**config.mk**
```make
export PLATFORM = sky130hd
export DESIGN_NAME = reg_pipe_d_flat
export DESIGN_NICKNAME = d
export VERILOG_FILES = /design/src/rtl/reg_pipe_d_if.sv /design/src/rtl/reg_pipe_d.sv /design/src/flat_wrapper.sv
export SDC_FILE = /design/constraint.sdc
export NUM_CORES = 1
export LEC_CHECK = 0
export ABC_AREA = 1
export CAP_MARGIN = 10
export CORE_UTILIZATION = 58
export CTS_CLUSTER_DIAMETER = 40
export DETAILED_ROUTE_END_ITERATION = 6
export GPL_TIMING_DRIVEN = 1
export HOLD_SLACK_MARGIN = 0.06
export PLACE_DENSITY_LB_ADDON = 0.15
export REMOVE_ABC_BUFFERS = 1
export SLEW_MARGIN = 20
export SYNTH_ARGS = -nofsm -noshare
export SYNTH_HDL_FRONTEND = slang
export SYNTH_SLANG_ARGS = --single-unit
```
**constraint.sdc**
```tcl
create_clock -name clk -period 7 [get_ports clk]
set_clock_uncertainty 0.2 [all_clocks]
set_input_delay 1.4 -clock clk [delete_from_list [all_inputs] [get_ports clk]]
set_output_delay 1.4 -clock clk [all_outputs]
set_load 0.02 [all_outputs]
```
**src/rtl/reg_pipe_d_if.sv**
```systemverilog
// Bundle of the delay line's control, input and output signals.
// The master side drives stimulus and the slave side is the delay line itself.
interface reg_pipe_d_if #(
    parameter int WIDTH = 8,
    parameter int DEPTH = 4,
    parameter int SELW  = $clog2(DEPTH + 1)
) ();
    logic             en;
    logic             flush;
    logic             in_valid;
    logic [WIDTH-1:0] in_data;
    logic [SELW-1:0]  delay_sel;
    logic             out_valid;
    logic [WIDTH-1:0] out_data;
    logic [SELW-1:0]  count;

    modport master (
        output en, flush, in_valid, in_data, delay_sel,
        input  out_valid, out_data, count
    );

    modport slave (
        input  en, flush, in_valid, in_data, delay_sel,
        output out_valid, out_data, count
    );
endinterface

```
**src/rtl/reg_pipe_d.sv**
```systemverilog
// Stallable WIDTH x DEPTH delay line with per-stage valid flags, run-time output
// tap selection, synchronous flush and a running count of valid stages.
module reg_pipe_d #(
    parameter int WIDTH = 8,
    parameter int DEPTH = 4,
    parameter int SELW  = $clog2(DEPTH + 1)
) (
    input  logic        clk,
    input  logic        reset,
    reg_pipe_d_if.slave bus
);

    // Index 0 holds stage 1 (newest word); index DEPTH-1 holds stage DEPTH.
    logic [WIDTH-1:0] stage_data_p [0:DEPTH-1];
    logic [DEPTH-1:0] stage_vld_p;
    logic [SELW-1:0]  count_p;
    logic [SELW-1:0]  count_nxt;
    logic [SELW-1:0]  tap;
    logic [WIDTH-1:0] out_data_c;
    logic             out_valid_c;

    function automatic logic [SELW-1:0] clamp_tap(input logic [SELW-1:0] sel);
        logic [SELW-1:0] t;
        if (sel == '0)
            t = SELW'(1);
        else if (sel > SELW'(DEPTH))
            t = SELW'(DEPTH);
        else
            t = sel;
        return t;
    endfunction

    // Count stays in 0..DEPTH, so modular SELW-bit arithmetic is exact here.
    always_comb begin
        count_nxt = count_p + SELW'(bus.in_valid) - SELW'(stage_vld_p[DEPTH-1]);
    end

    // Stage register chain: reset > flush > en > hold.
    always_ff @(posedge clk) begin
        if (reset) begin
            for (int k = 0; k < DEPTH; k++)
                stage_data_p[k] <= '0;
            stage_vld_p <= '0;
            count_p     <= '0;
        end else if (bus.flush) begin
            stage_vld_p <= '0;
            count_p     <= '0;
        end else if (bus.en) begin
            stage_data_p[0] <= bus.in_data;
            stage_vld_p[0]  <= bus.in_valid;
            for (int k = DEPTH - 1; k > 0; k--) begin
                stage_data_p[k] <= stage_data_p[k-1];
                stage_vld_p[k]  <= stage_vld_p[k-1];
            end
            count_p <= count_nxt;
        end
    end

    // Output tap: purely combinational from stored stages and delay_sel.
    always_comb begin
        tap         = clamp_tap(bus.delay_sel);
        out_data_c  = stage_data_p[0];
        out_valid_c = stage_vld_p[0];
        for (int k = 0; k < DEPTH; k++) begin
            if (tap == SELW'(k + 1)) begin
                out_data_c  = stage_data_p[k];
                out_valid_c = stage_vld_p[k];
            end
        end
    end

    assign bus.out_data  = out_data_c;
    assign bus.out_valid = out_valid_c;
    assign bus.count     = count_p;

endmodule

```
**src/flat_wrapper.sv**
```systemverilog
// flat-port wrapper written by rule: the top's interface ports become plain ports
module reg_pipe_d_flat 
#(
    parameter int WIDTH = 8,
    parameter int DEPTH = 4,
    parameter int SELW  = $clog2(DEPTH + 1)
)
  (clk, reset, bus_en, bus_flush, bus_in_valid, bus_in_data, bus_delay_sel, bus_out_valid, bus_out_data, bus_count);
  reg_pipe_d_if #(.WIDTH(WIDTH), .DEPTH(DEPTH), .SELW(SELW)) bus_i ();
  input  logic clk;
  input  logic reset;
  input wire logic [$bits(bus_i.en)-1:0] bus_en;
  input wire logic [$bits(bus_i.flush)-1:0] bus_flush;
  input wire logic [$bits(bus_i.in_valid)-1:0] bus_in_valid;
  input wire logic [$bits(bus_i.in_data)-1:0] bus_in_data;
  input wire logic [$bits(bus_i.delay_sel)-1:0] bus_delay_sel;
  output wire logic [$bits(bus_i.out_valid)-1:0] bus_out_valid;
  output wire logic [$bits(bus_i.out_data)-1:0] bus_out_data;
  output wire logic [$bits(bus_i.count)-1:0] bus_count;
  assign bus_i.en = bus_en;
  assign bus_i.flush = bus_flush;
  assign bus_i.in_valid = bus_in_valid;
  assign bus_i.in_data = bus_in_data;
  assign bus_i.delay_sel = bus_delay_sel;
  assign bus_out_valid = bus_i.out_valid;
  assign bus_out_data = bus_i.out_data;
  assign bus_count = bus_i.count;
  reg_pipe_d #(.WIDTH(WIDTH), .DEPTH(DEPTH), .SELW(SELW)) u_core (.clk(clk), .reset(reset), .bus(bus_i));
endmodule
```
==> flow_metrics.env <==
export IMPL_status="completed"
export IMPL_initial_core_util_pct=62.30
export IMPL_syn_area_um2=1933
export IMPL_root_buffer="clkbuf_4"
export IMPL_crit_path_end_kind="output port"
export IMPL_vias=1424
export IMPL_min_path_type="flip-flop to flip-flop"
export IMPL_place_gp_congestion=0.8100
export IMPL_peakVddDrop_mv=0.1307
export IMPL_finalPower_w=0.0004438
export IMPL_period_minus_slack_ps=5067
export IMPL_rsz0062_at_grt="no"
export IMPL_path_class="input port to output port"
export IMPL_clk_path_buf_depth=2
export IMPL_drive_gt1_share_pct=6.224
export IMPL_slew_headroom_pct=60.22
export IMPL_portBuffers=27
export IMPL_antenna_found_initial=0
export IMPL_fp_row_count=20
export IMPL_place_area_um2=2183
export IMPL_firstDrtPassIters=4
export IMPL_path_max_fanout=22
export IMPL_multi_input_area_um2=574.3
export IMPL_postCtsHoldBufs=0
export IMPL_final_max_slew_viol_count=0
export IMPL_worstMarginPinSlew_ps=594.6
export IMPL_grt_max_degree=33
export IMPL_routed_wire_length_per_instance_um=12.09
export IMPL_ys_seq_area_share_pct=56.96
export IMPL_die_width_um=59.73
export IMPL_drc=0
export IMPL_start_kind="input port"
export IMPL_grt_pass1_vias=1261
export IMPL_viasPerCell=4.996
export IMPL_syn2layout_area_growth_pct=15.47
export IMPL_ioPinCount=28
export IMPL_setup_viol=0
export IMPL_max_freq_mhz=197.4
export IMPL_ys_warn_count=0
export IMPL_dieArea_um2=3568
export IMPL_drtIter0Drc=147
export IMPL_cts_setup_buffers=0
export IMPL_cts_resized=0
export IMPL_core_um2=3103
export IMPL_regArea_um2=1101
export IMPL_htree_levels=2
export IMPL_cts_tree="built"
export IMPL_post_route_period_util_pct=72.39
export IMPL_clk_pin_slew_ps=100
export IMPL_final_hold_violation_count=0
export IMPL_fp_dieH_um=59.73
export IMPL_critPathArrivalTime_ps=3470
export IMPL_diodes=0
export IMPL_critPathRequiredTime_ps=5400
export IMPL_p_leak_nw=0.9548
export IMPL_maxCapViolCount=0
export IMPL_routed_wl_mm=3.445
export IMPL_power_density_nw_per_um2=198.8
export IMPL_nets=259
export IMPL_ys_ff_latch=39
export IMPL_grt_overflow=0
export IMPL_post_dp_hpwl_mm=2.265
export IMPL_grt_pass1_wl_mm=5.499
export IMPL_grt_total_usage_pct=21.71
export IMPL_avgSynthCellArea_um2=9.076
export IMPL_design_area_um2=2232
export IMPL_synth_cell_type_count=21
export IMPL_cts_sinks=39
export IMPL_netlist_instances=213
export IMPL_fillers=268
export IMPL_ant_nets=0
export IMPL_clk_latency_ps=340
export IMPL_numCtsBuffers=5
export IMPL_finalSetupTns_ps=0
==> flip-flops by register name, summed over array words and instances, names as in the netlist <==
name,cells
u_core.stage_data_p,32
u_core.bus.count,3
u_core.stage_vld_p,4
==> per-stage QoR <==
stage	setup WS [ps]	util [%]	instances	hold WS, ps
2_1_floorplan	3331	-	205	249.2
3_3_place_gp	2026	70.36	277	273.0
3_5_place_dp	1961	70.36	277	270.3
4_1_cts	1954	71.94	285	286.2
5_1_grt	1803	71.94	285	326.2
6_report	1933	71.94	285	282.8
==> per-layer routing <==
layer / global-route usage [%] / share of wire (%) / vias up
met5: 0 / 0 / -
met2: 37.14 / 51 / 49
met4: 11.63 / 2.2 / 0
li1: - / - / 727
met3: 4.978 / 5.3 / 10
met1: 25.22 / 42 / 638
==> cells in the final DEF (no fill, tap or decap), types with 2 or more instances in the layout <==
cell type / count
or2_0: 2
nor2_1: 62
clkinv_1: 2
edfxtp_1: 32
dfxtp_1: 7
o21ai_0: 6
inv_2: 3
nand3_1: 4
inv_1: 42
nand2_1: 13
clkdlybuf4s50_1: 27
nand4_1: 12
a21oi_1: 13
clkbuf_4: 5
ha_1: 2
==> worst paths after layout <==
kind / to / slack [ps] / cells past startpoint / start
min: u_core.stage_vld_p[2]$_SDFFE_PP0P_ / 280 / 2 / u_core.stage_vld_p[1]$_SDFFE_PP0P_
max reg2reg: u_core.bus.count[2]$_SDFFE_PP0P_ / 5070 / 11 / u_core.bus.count[0]$_SDFFE_PP0P_
min reg2reg: u_core.stage_vld_p[2]$_SDFFE_PP0P_ / 280 / 2 / u_core.stage_vld_p[1]$_SDFFE_PP0P_
max: bus_out_data[2] / 1930 / 7 / bus_delay_sel[2]
==> synth_stat cells <==
cell	count	area, um^2
a21oi_1	13	65.06
buf_4	1	7.510
buf_6	7	78.83
dfxtp_1	7	140.1
edfxtp_1	32	960.9
fa_1	1	20.02
ha_1	2	25.02
inv_1	42	157.7
inv_2	3	11.26
inv_4	1	6.260
nand2_1	13	48.80
nand2_2	1	6.260
nand3_1	4	20.02
nand3_2	1	10.01
nand4_1	12	75.07
nor2_1	62	232.7
nor2_4	1	11.26
o21ai_0	6	30.03
o21bai_1	1	7.510
or2_0	2	12.51
or2_2	1	6.260
==> cells by family after synthesis <==
logic type / share of synthesized area, %
compound gates: 5.308
fa+ha+maj: 2.330
simple gates: 21.88
flops: 56.96
buf+inv: 13.53
==> power breakdown <==
group	internal [W]	switching, W	leakage (nW)	total [W]
logic	0.0000276	0.0000381	0.531	0.0000657
registers	0.000265	0.00000655	0.396	0.000272
clock network	0.0000372	0.0000693	0.0273	0.000106
==> final cells by class <==
type | count | share of cell area, %
Timing Repair Buffer | 28 | 12.44
Clock buffer | 6 | 1.850
Clock inverter | 2 | 0.3363
Tap cell | 44 | 2.466
Sequential cell | 39 | 49.33
Multi-Input combinational cell | 120 | 25.73
Inverter | 46 | 7.848
==> critical path, cell delays in order <==
cell	delay [ps]
clkdlybuf4s50_1	630
inv_4	290
nand3_2	200
nor2_1	150
nor2_1	60
nor2_1	110
clkdlybuf4s50_1	620
Note: power is estimated with default switching activity, not from simulation.
==> edit 1, RTL diff (same settings) <==
`DEPTH` is set to 4 in 3 places; all go to 8.
--- a/src/rtl/reg_pipe_d_if.sv
+++ b/src/rtl/reg_pipe_d_if.sv
@@ -2,7 +2,7 @@
 // The master side drives stimulus and the slave side is the delay line itself.
 interface reg_pipe_d_if #(
     parameter int WIDTH = 8,
-    parameter int DEPTH = 4,
+    parameter int DEPTH = 8,
     parameter int SELW  = $clog2(DEPTH + 1)
 ) ();
     logic             en;
--- a/src/rtl/reg_pipe_d.sv
+++ b/src/rtl/reg_pipe_d.sv
@@ -2,7 +2,7 @@
 // tap selection, synchronous flush and a running count of valid stages.
 module reg_pipe_d #(
     parameter int WIDTH = 8,
-    parameter int DEPTH = 4,
+    parameter int DEPTH = 8,
     parameter int SELW  = $clog2(DEPTH + 1)
 ) (
     input  logic        clk,
--- a/src/flat_wrapper.sv
+++ b/src/flat_wrapper.sv
@@ -2,7 +2,7 @@
 module reg_pipe_d_flat 
 #(
     parameter int WIDTH = 8,
-    parameter int DEPTH = 4,
+    parameter int DEPTH = 8,
     parameter int SELW  = $clog2(DEPTH + 1)
 )
   (clk, reset, bus_en, bus_flush, bus_in_valid, bus_in_data, bus_delay_sel, bus_out_valid, bus_out_data, bus_count);
Interface: changed (resized bus_count and bus_delay_sel); port bits go from 28 to 30. The function was not compared with the original's and may differ.
==> edit 1 against the unedited design <==
  * Routed wire length rose by 100%
  * Highest routed layer unchanged
  * Setup slack got worse by 1.1 ns
  * Register-to-register slack got worse by 0.02 ns
  * Final cell count rose by 92%
  * Synthesized area is 95% higher
  * Largest cell class unchanged
  * Fmax down 17%
  * Design area up 92%
  * Power increased by 110%
  * Sequential cell count increased by 37
==> edit 1: results <==
[detailed_routing]
num_vias = 2755
drt-initial-drc-count = 179
finalWirelength_um = 6880

[yosys]
synth_cell_types = 26
yosys_warnings = 0
synth_top_cells_by_count = "88 x nand2_1, 85 x inv_1, 67 x nor2_1, 64 x edfxtp_1, 30 x a21oi_1"
synthTopCellsByArea = "edfxtp_1 51%, nand2_1 8.8%, inv_1 8.5%"
syn_area_per_cell_um2 = 8.63
yosysSeqAreaShare = 0.573
synth-edff-count = 64

[min_path]
hp-class = "reg -> reg"

[pwr]
p_leak_nw = 1.82
p_sw_mw = 0.241
comb_power_share = 0.124
clk-power_mw = 0.284
vdd_drop_max_v = 0.000164

[clocking]
worstSkewPairLatency_ns = 0.35
root_buffer = "clkbuf_8"
path_clk_slew_ns = 0.08
cts_htree_levels = 3
ctsResizeCount = 0
cts_made_buffers = 9

[placed_design]
portBuffers = 29
placedCellCount = 530
placed_area_um2 = 4120
place_hpwl_um = 4390
place_congestion = 0.792

[setup_path]
crit_path_max_incr_delay_ns = 0.74
arrival_ns = 4.52
cp_top_family = "simple AND/OR/NAND/NOR gates"
slowest_stage = "clkdlybuf4s50_1"
cp_max_fo = 16

[global_route]
grt_max_degree = 65
track_usage = 0.222
first_global_vias = 2448
grtUsageMet2 = 0.364
globalRouteMet1Util = 0.280
grt_pass1_wl_um = 11100
met3_usage = 0.0560

[cells_and_area]
fin_nets = 486
diodes = 0
drive_gt1_frac = 0.0661
n_fill_cell = 491
stdcell_count = 546
largest_reg_flops = 64

[run_status]
status = "finished clean"

[timing]
setup-tns-final_ns = 0
worstMarginPinSlew_ns = 0.996
## edit 1: cell types whose count changed after synthesis, moves of 3 or more
| cell | unedited run | this run |
|---|---|---|
| nand2_1 | 13 | 88 |
| dfxtp_1 | 7 | 12 |
| clkbuf_1 | 0 | 9 |
| a21oi_1 | 13 | 30 |
| buf_6 | 7 | 1 |
| nor2_1 | 62 | 67 |
| nand3_1 | 4 | 29 |
| nand4_1 | 12 | 9 |
| edfxtp_1 | 32 | 64 |
| inv_1 | 42 | 85 |
| buf_2 | 0 | 6 |
| o21ai_0 | 6 | 14 |
## edit 1: per-layer routing
| layer | share of wire | wire length [um] |
|---|---|---|
| met1 | 0.44 | 3040 |
| met3 | 0.054 | 373 |
| met4 | 0.011 | 79 |
| met5 | 0 | 0 |
| met2 | 0.49 | 3390 |
## edit 1: final timing paths
path	to	startpoint	depth (start not counted)	slack, ns
min reg2reg	u_core.bus.count[3]$_SDFFE_PP0P_	u_core.bus.count[3]$_SDFFE_PP0P_	2	0.27
max reg2reg	u_core.bus.count[2]$_SDFFE_PP0P_	u_core.bus.count[0]$_SDFFE_PP0P_	9	5.05
max	bus_out_valid	bus_delay_sel[3]	11	0.88
min	u_core.bus.count[3]$_SDFFE_PP0P_	u_core.bus.count[3]$_SDFFE_PP0P_	2	0.27
## edit 1: layout make-up
| class | count | area, um2 | area share |
|---|---|---|---|
| well taps | 77 | 96.3 | 0.0225 |
| flip-flops and latches | 76 | 2160 | 0.505 |
| repair buffers | 32 | 313 | 0.0731 |
| inverters | 92 | 345 | 0.0807 |
| clock inverters | 6 | 31.3 | 0.00731 |
| clock buffers | 10 | 128 | 0.0298 |
| multi-input cells | 253 | 1200 | 0.281 |
## edit 1: cell families (layout without fill, tap and decap cells)
kind of cell	Yosys count	in the layout	share of synthesized area
simple gates	200	200	0.230
buf+inv	108	140	0.111
flops	76	76	0.573
compound gates	47	47	0.0640
fa+ha+maj	5	5	0.0186
xor+xnor	1	1	0.00232
## edit 1: worst reg2reg max path, cell delays in order, from the launching register on
cell and delay, ns:
dfxtp_1 0.33, inv_1 0.05, ha_1 0.28, inv_1 0.05, ha_1 0.16, inv_1 0.06
fa_1 0.38, xnor2_1 0.14, o21ai_0 0.14, inv_1 0.06
## edit 1: through the flow
step / setup WS [ns] / utilization / power [mW] / hold slack [ns]
floorplan: 1.75 / - / 0.606 / 0.249
global placement: 0.939 / 0.652 / 0.647 / 0.253
detailed placement: 0.923 / 0.652 / 0.652 / 0.264
CTS: 0.889 / 0.678 / 0.927 / 0.275
global route: 0.585 / 0.678 / 0.966 / 0.305
finish: 0.879 / 0.678 / 0.925 / 0.265
==> edit 2, RTL diff (same flow settings) <==
Without the edit above. Make the reset (`reset`) asynchronous in one clocked block.
--- a/src/rtl/reg_pipe_d.sv
+++ b/src/rtl/reg_pipe_d.sv
@@ -36,7 +36,7 @@
     end
 
     // Stage register chain: reset > flush > en > hold.
-    always_ff @(posedge clk) begin
+    always_ff @(posedge clk or posedge reset) begin
         if (reset) begin
             for (int k = 0; k < DEPTH; k++)
                 stage_data_p[k] <= '0;
Check against the original RTL: differs if reset is asserted again (counterexample within 4 cycles, from zero or initial values and one cycle with reset high); with reset held inactive, the same outputs for 4 cycles.
==> edit 2 against the unedited design <==
  * Routed wire length up 9.7%
  * Synthesized cell count up 11%
  * Critical path depth unchanged
  * Sequential power up 3%
  * Sequential cell count unchanged
  * Power up 23%
  * Synthesized area down 0.91%
  * Non-clock buffer count unchanged
  * Setup slack worse by 0.13 ns
  * Critical path type unchanged
  * Design area up 0.17%
  * Global-route usage up 2.7 points
  * Utilization up 0.12 points
  * Combinational power up 69%
  * Highest routed layer unchanged
==> edit 2: results <==
[yosys]
synth.mux.area_fraction = 0
async_reset_ff_frac = 1.00
synth_cell_types = 20
synthTopCellsByArea = "dfrtp_1 51%, nand2_1 8.4%, nor2_1 7.4%"
synth_flop_cell = "dfrtp_1"
syn_area_per_cell_um2 = 8.08
synth-xor-area-share = 0
synth_fa_ha_area_frac = 0.0235
yosysSeqAreaShare = 0.509
synth-compound-area-share = 0.107
synth_top_cells_by_count = "43 x nand2_1, 39 x dfrtp_1, 38 x nor2_1, 28 x inv_1, 19 x a21oi_1"

[cells_and_area]
n_all_inverters = 31
n_fill_cell = 260
drive_gt1_frac = 0.0541
fin_util = 0.721
fin_nets = 277
stdcell_count = 303
buf_share = 0.124
multi_input_area_share = 0.324
num-clock-buffers = 6
n_all_buffers = 28
comb.multi_input.count = 153
seq_share = 0.436
clock_area_frac = 0.0386

[global_route]
first_global_vias = 1444
antenna_found_initial = 0
grt_pass1_wl_um = 6330
track_usage = 0.244
grt_max_degree = 62

[detailed_routing]
num_vias = 1589
dr.pass1.iters = 4
finalWirelength_um = 3780
drt-initial-drc-count = 91

[run_status]
status = "finished clean"

[placed_design]
pre_cts_ws_ns = 1.86
place_congestion = 0.829
placed_area_um2 = 2150
place_hpwl_um = 2480

[clocking]
path_clk_slew_ns = 0.11
root_buffer = "clkbuf_4"
cts_made_buffers = 5
ctsResizeCount = 0

[floorplanning]
taps = 44

[pwr]
vdd_drop_max_v = 0.000144
comb_power_share = 0.203
clkPwrFrac = 0.288
p_leak_nw = 1.10
clk-power_mw = 0.158
intPower_mw = 0.390

[timing]
worstMarginPinSlew_ns = 1.01

[setup_path]
arrival_ns = 3.59
cp_max_fo = 21

[min_path]
hp-class = "reg -> reg"
-- edit 2: final timing paths --
| kind | to | slack [ns] | startpoint | cells after the start |
|---|---|---|---|---|
| max in group asynchronous | u_core.stage_data_p[10]$_DFFE_PP0P_ | 4.98 | reset | 3 |
| setup / recovery | bus_out_data[4] | 1.81 | bus_delay_sel[2] | 7 |
| hold / removal | u_core.stage_data_p[1]$_DFFE_PP0P_ | 0.29 | u_core.stage_data_p[1]$_DFFE_PP0P_ | 2 |
| hold reg to reg | u_core.stage_data_p[1]$_DFFE_PP0P_ | 0.29 | u_core.stage_data_p[1]$_DFFE_PP0P_ | 2 |
| setup reg to reg | u_core.bus.count[2]$_DFFE_PP0P_ | 4.96 | u_core.bus.count[0]$_DFFE_PP0P_ | 12 |
| min in group asynchronous | u_core.stage_data_p[3]$_DFFE_PP0P_ | 1.28 | reset | 3 |
-- edit 2: routing by layer --
metal	share of wire	track usage
met1	0.47	0.321
met2	0.46	0.380
met3	0.066	0.0590
met4	0.010	0.112
met5	0	0
